`src/rtl/ps2_host_tx.sv`:
```
// PS/2 host-to-device command transmitter: inhibit, request-to-send, 10 bits clocked by the device, ACK check.
// Optional macro PS2_CLK_FILTER_EN adds a FILTER_LEN-cycle stability filter on the synchronised PS2 clock.
module ps2_host_tx #(
   parameter int INHIBIT_CYCLES = 12000,
   parameter int RTS_CYCLES     = 16,
   parameter int TIMEOUT_CYCLES = 200000,
   parameter int FILTER_LEN     = 8
) (
   input  logic       CLK,
   input  logic       RESET,
   input  logic [7:0] tx_data,
   input  logic       tx_start,
   output logic       busy,
   output logic       done,
   output logic       error,
   input  logic       ps2_clk_in,
   input  logic       ps2_data_in,
   output logic       ps2_clk_oe,
   output logic       ps2_data_oe
);
   localparam int MAX_A = (INHIBIT_CYCLES > RTS_CYCLES) ? INHIBIT_CYCLES : RTS_CYCLES;
   localparam int MAX_C = (MAX_A > TIMEOUT_CYCLES) ? MAX_A : TIMEOUT_CYCLES;
   localparam int CW    = $clog2(MAX_C) + 1;

   typedef enum logic [2:0] {S_IDLE, S_INHIBIT, S_RTS, S_SEND, S_ACK, S_WAIT_REL} state_t;

   state_t        state, state_n;
   logic [CW-1:0] cnt, cnt_n;
   logic [3:0]    idx, idx_n;
   logic [7:0]    data_r, data_n;
   logic          par_r, par_n, doe_r, doe_n, done_n, err_n;
   logic [1:0]    clk_sync, data_sync;
   logic          clk_s, data_s, clk_f, clk_prev, fall;

   // Sync flops reset high so the idle bus produces no spurious edge.
   always_ff @(posedge CLK or negedge RESET) begin
      if (!RESET) begin
         clk_sync  <= 2'b11;
         data_sync <= 2'b11;
         clk_prev  <= 1'b1;
      end else begin
         clk_sync  <= {clk_sync[0], ps2_clk_in};
         data_sync <= {data_sync[0], ps2_data_in};
         clk_prev  <= clk_f;
      end
   end
   assign clk_s  = clk_sync[1];
   assign data_s = data_sync[1];

`ifdef PS2_CLK_FILTER_EN
   localparam int FW = $clog2(FILTER_LEN) + 1;
   logic [FW-1:0] fcnt;
   always_ff @(posedge CLK or negedge RESET) begin
      if (!RESET) begin
         clk_f <= 1'b1;
         fcnt  <= '0;
      end else if (clk_s == clk_f) begin
         fcnt <= '0;
      end else if (fcnt == FW'(FILTER_LEN - 1)) begin
         clk_f <= clk_s;
         fcnt  <= '0;
      end else begin
         fcnt <= fcnt + FW'(1);
      end
   end
`else
   assign clk_f = clk_s;
`endif

   assign fall = clk_prev & ~clk_f;

   always_ff @(posedge CLK or negedge RESET) begin
      if (!RESET) begin
         state  <= S_IDLE;
         cnt    <= '0;
         idx    <= '0;
         data_r <= '0;
         par_r  <= 1'b0;
         doe_r  <= 1'b0;
         done   <= 1'b0;
         error  <= 1'b0;
      end else begin
         state  <= state_n;
         cnt    <= cnt_n;
         idx    <= idx_n;
         data_r <= data_n;
         par_r  <= par_n;
         doe_r  <= doe_n;
         done   <= done_n;
         error  <= err_n;
      end
   end

   always_comb begin
      state_n = state;
      cnt_n   = cnt;
      idx_n   = idx;
      data_n  = data_r;
      par_n   = par_r;
      doe_n   = doe_r;
      done_n  = 1'b0;
      err_n   = 1'b0;
      case (state)
         S_IDLE: begin
            cnt_n = '0;
            doe_n = 1'b0;
            if (tx_start) begin
               data_n  = tx_data;
               par_n   = ~^tx_data;
               state_n = S_INHIBIT;
            end
         end
         S_INHIBIT: begin
            if (cnt == CW'(INHIBIT_CYCLES - 1)) begin
               cnt_n   = '0;
               state_n = S_RTS;
            end else begin
               cnt_n = cnt + CW'(1);
            end
         end
         S_RTS: begin
            doe_n = 1'b1;
            if (cnt == CW'(RTS_CYCLES - 1)) begin
               cnt_n   = '0;
               idx_n   = '0;
               state_n = S_SEND;
            end else begin
               cnt_n = cnt + CW'(1);
            end
         end
         default: begin
            // SEND / ACK / WAIT_REL share the inter-edge timeout.
            if (fall) begin
               cnt_n = '0;
            end else if (cnt == CW'(TIMEOUT_CYCLES - 1)) begin
               cnt_n   = '0;
               doe_n   = 1'b0;
               err_n   = 1'b1;
               state_n = S_IDLE;
            end else begin
               cnt_n = cnt + CW'(1);
            end
            if (state == S_SEND && fall) begin
               if (idx < 4'd8)       doe_n = ~data_r[idx[2:0]];
               else if (idx == 4'd8) doe_n = ~par_r;
               else                  doe_n = 1'b0;
               if (idx == 4'd9) state_n = S_ACK;
               else             idx_n   = idx + 4'd1;
            end
            if (state == S_ACK && fall) begin
               if (data_s) begin
                  err_n   = 1'b1;
                  state_n = S_IDLE;
               end else begin
                  state_n = S_WAIT_REL;
               end
            end
            if (state == S_WAIT_REL && clk_s && data_s) begin
               err_n   = 1'b0;
               done_n  = 1'b1;
               state_n = S_IDLE;
            end
         end
      endcase
   end

   assign busy        = (state != S_IDLE);
   assign ps2_clk_oe  = (state == S_INHIBIT) || (state == S_RTS);
   assign ps2_data_oe = (state == S_RTS) || ((state == S_SEND) && doe_r);
endmodule

```
`config.mk`:
```
export PLATFORM = sky130hd
export DESIGN_NAME = ps2_host_tx
export DESIGN_NICKNAME = d
export VERILOG_FILES = /design/src/rtl/ps2_host_tx.sv
export SDC_FILE = /design/constraint.sdc
export NUM_CORES = 1
export LEC_CHECK = 0
export ABC_CLOCK_PERIOD_IN_PS = 2000
export CAP_MARGIN = 20
export CORE_UTILIZATION = 54
export CTS_BUF_LIST = sky130_fd_sc_hd__clkbuf_8
export CTS_CLUSTER_DIAMETER = 150
export DETAILED_ROUTE_END_ITERATION = 12
export PLACE_DENSITY = 0.82
export SLEW_MARGIN = 10
export SYNTH_ARGS = -nofsm -noshare
export SYNTH_HDL_FRONTEND = slang
export SYNTH_SLANG_ARGS = --single-unit
```
`constraint.sdc`:
```
create_clock -name CLK -period 2 [get_ports CLK]
set_clock_uncertainty 0.1 [all_clocks]
set_input_delay 0.3 -clock CLK [delete_from_list [all_inputs] [get_ports CLK]]
set_output_delay 0.3 -clock CLK [all_outputs]
set_load 0.03 [all_outputs]
```
==> out/metrics.cfg <==
[power]
switching_share_pct=36.4
combPwrFrac_pct=45.1
switching_power_mw=1.18
p_int_mw=2.06
powerDensity_nw_per_um2=1100
finalPower_mw=3.24
ir_drop_mv=0.531
p_leak_nw=1.22
p_seq_share_pct=36.5
clockPowerShare_pct=18.4

[timing]
min_period_ns=2.03
hold-worst-slack_ns=0.258
slew_violations=0
slew_headroom_pct=76.9
timing.final.crit_share_pct=102
tns_ns=-0.319
layout_setup_ws_ns=-0.0334
rsz0062_at_grt=yes
max_freq_mhz=492
setup-violations-final=21
final_hold_viol_count=0
tightest_slew_ns=0.346

[clock_tree]
cts.clk_slew.worst_paths_ns=0.08
cts_root_buffer=clkbuf_8
clkLatencyLatePin_ns=0.30
cts_max_level=2
clockBufferDepth=2
postCtsSetupRepairBufs=0
cts_tree=built
cts_sinks=43
cts_made_buffers=5

[synth]
ys.flop_type=dfrtp_1
avgSynthCellArea_sq_um=10.2
synthArstFlopShare_pct=100
synth-seq-cells=43
syn_inst=232
synthTopCellsByArea=dfrtp_1 40%, xnor2_1 6.6%, dfstp_2 5.5%, mux2_2 4.3%, nand3_1 3.0%
synth-edff-count=0
synth_area_sq_um=2370
synth_top_area_share_pct=40.1
yosysTopAreaCell=dfrtp_1
yosysWarnings=0
yosysSeqAreaShare_pct=45.6
synth_cell_types=51
syn-num-nets=249

[routing]
via_count=1852
viasPerCell=5.65
drtAntennaViolNets=0
firstDrtPassIters=4
drt_iter0_drc=143
drcViolationCount=0
wl_per_cell_um=14.4
wirelength_mm=4.73

[floorplan]
die_h_um=68.3
die_area_sq_um=4660
fp.dieW_um=68.3
pin_count=18
num_rows=23
start_util_pct=57.6
core-area_sq_um=4120

[grt]
grt_pass1_vias=1766
grt_start_max_net_pins=23
met3_usage_pct=5.50
use_met1_pct=29.9
grtUsageMet2_pct=39.0
grt_usage_pct=24.0
grt_first_pass_wirelength_mm=8.07
grt_antenna_before_repair=0
grt_overflow_total=0
top_usage_layer=met2

[setup_path]
critPathMaxFanout=19
cp-end-kind=register
path_class=register to register
cp-start-kind=register
crit_required_ns=2.08
r2r_start=cnt[6]
crit_start=cnt[6]
worstPathArrival_ns=2.11

[cells_and_area]
nets=294
final_area_sq_um=2950
drive_above_1_share_pct=28.4
fillers=290
synthToLayoutAreaGrowth_pct=24.2
antenna_cells=0
stdcell_count=328

[run_status]
status=complete, but fails checks
violations=setup timing

[placed_design]
place_inst=319
hpwlAfterDp_mm=3.55
port_buffers=17
place_area_sq_um=2810
place.gp.congestion=0.821

[hold_path]
hp-class=register to register
hp-start=data_sync[0]

[job]
maxCapViolCount=0

==> cell usage in the layout, fill, tap and decap left out, drive strengths merged, types with 2 or more instances in the layout <==
master         count
dfrtp             38
buf               31
nor2              29
xnor2             18
nand2             18
nand3             14
clkdlybuf4s50     13
o21ai             10
mux2               9
nor3               9
inv                7
clkbuf             7
a21oi              6
xor2               6
dfstp              5
nor4               5
a31oi              4
nand4              4
ha                 4
and3               3
nor2b              3
nand2b             3
or4                2
or2                2
and2               2
mux4               2
a211oi             2
==> cells in the mapped netlist, drive strengths merged, types with 6 or more instances <==
cell type / n
o21ai: 10
dfrtp: 38
mux2: 9
a21oi: 6
xnor2: 18
nand3: 14
nand2: 18
clkbuf: 6
nor3: 9
xor2: 6
nor2: 29
inv: 6
==> per-stage QoR <==
step                setup slack, ns  util (%)
finish                      -0.0334      71.6
global route                 -0.138      71.6
CTS                         -0.0583      70.9
detailed placement          -0.0404      68.2
global placement             0.0181      68.2
floorplan                    -0.126         -
==> flip-flops by register name, summed over array words and instances (netlist names), 2 cells and up <==
name,count
clk_sync,2
cnt,19
data_r,8
data_sync,2
idx,4
state,3
==> power groups by stage <==
stage	sequential [mW]	clock (mW)	combinational [mW]
floorplan	1.18	0	0.955
global placement	1.19	0	1.37
detailed placement	1.20	0	1.41
CTS	1.18	0.608	1.41
global route	1.21	0.645	1.60
finish	1.19	0.597	1.46
==> cells by family (layout without fill, tap and decap cells) <==
family,after synthesis,count (layout),share of synthesized area [%]
DFF,43,43,45.6
buffers and inverters,14,60,2.85
and+or+nand+nor,102,102,24.8
muxes,11,11,6.17
xor gates and xnor gates,24,24,8.87
adders and majority gates,4,4,2.11
AOI/OAI and AO/OA,34,34,9.61
==> worst paths after layout <==
kind,endpoint,slack [ns],cells past startpoint
max,cnt[8],-0.03,6
min,data_sync[1],0.26,0
max reg2reg,cnt[8],-0.03,6
min reg2reg,data_sync[1],0.26,0
max in group asynchronous,clk_sync[0],0.89,3
min in group asynchronous,data_r[1],0.33,2
==> layer usage <==
metal	wire length, um	part of all wire (%)
met1	2120	45
met2	2320	49
met3	181	3.8
met4	107	2.3
met5	0	0
==> final cells by class <==
type	count	area [sq um]	area share, %
clock buffer	7	96.3	3.27
tap	50	62.6	2.12
sequential	43	1080	36.7
timing repair buffer	46	417	14.1
clock inverter	1	3.75	0.127
multi-input combinational	175	1260	42.8
inverter	6	22.5	0.765
==> timing repair <==
action	in CTS	in global routing
gates resized for setup	2	11
hold endpoints to repair	13	0
hold buffers	1	0
pin swaps	0	1
setup endpoints to repair	23	27
==> worst max-delay path, cell delays in order, from the launching register on <==
cell and delay, ns:
dfrtp_1 0.39, or4_4 0.57, nor4_4 0.20, a311oi_4 0.16
nor3_4 0.23, buf_12 0.19, nor2_1 0.07
(Power assumes the default switching activity.)
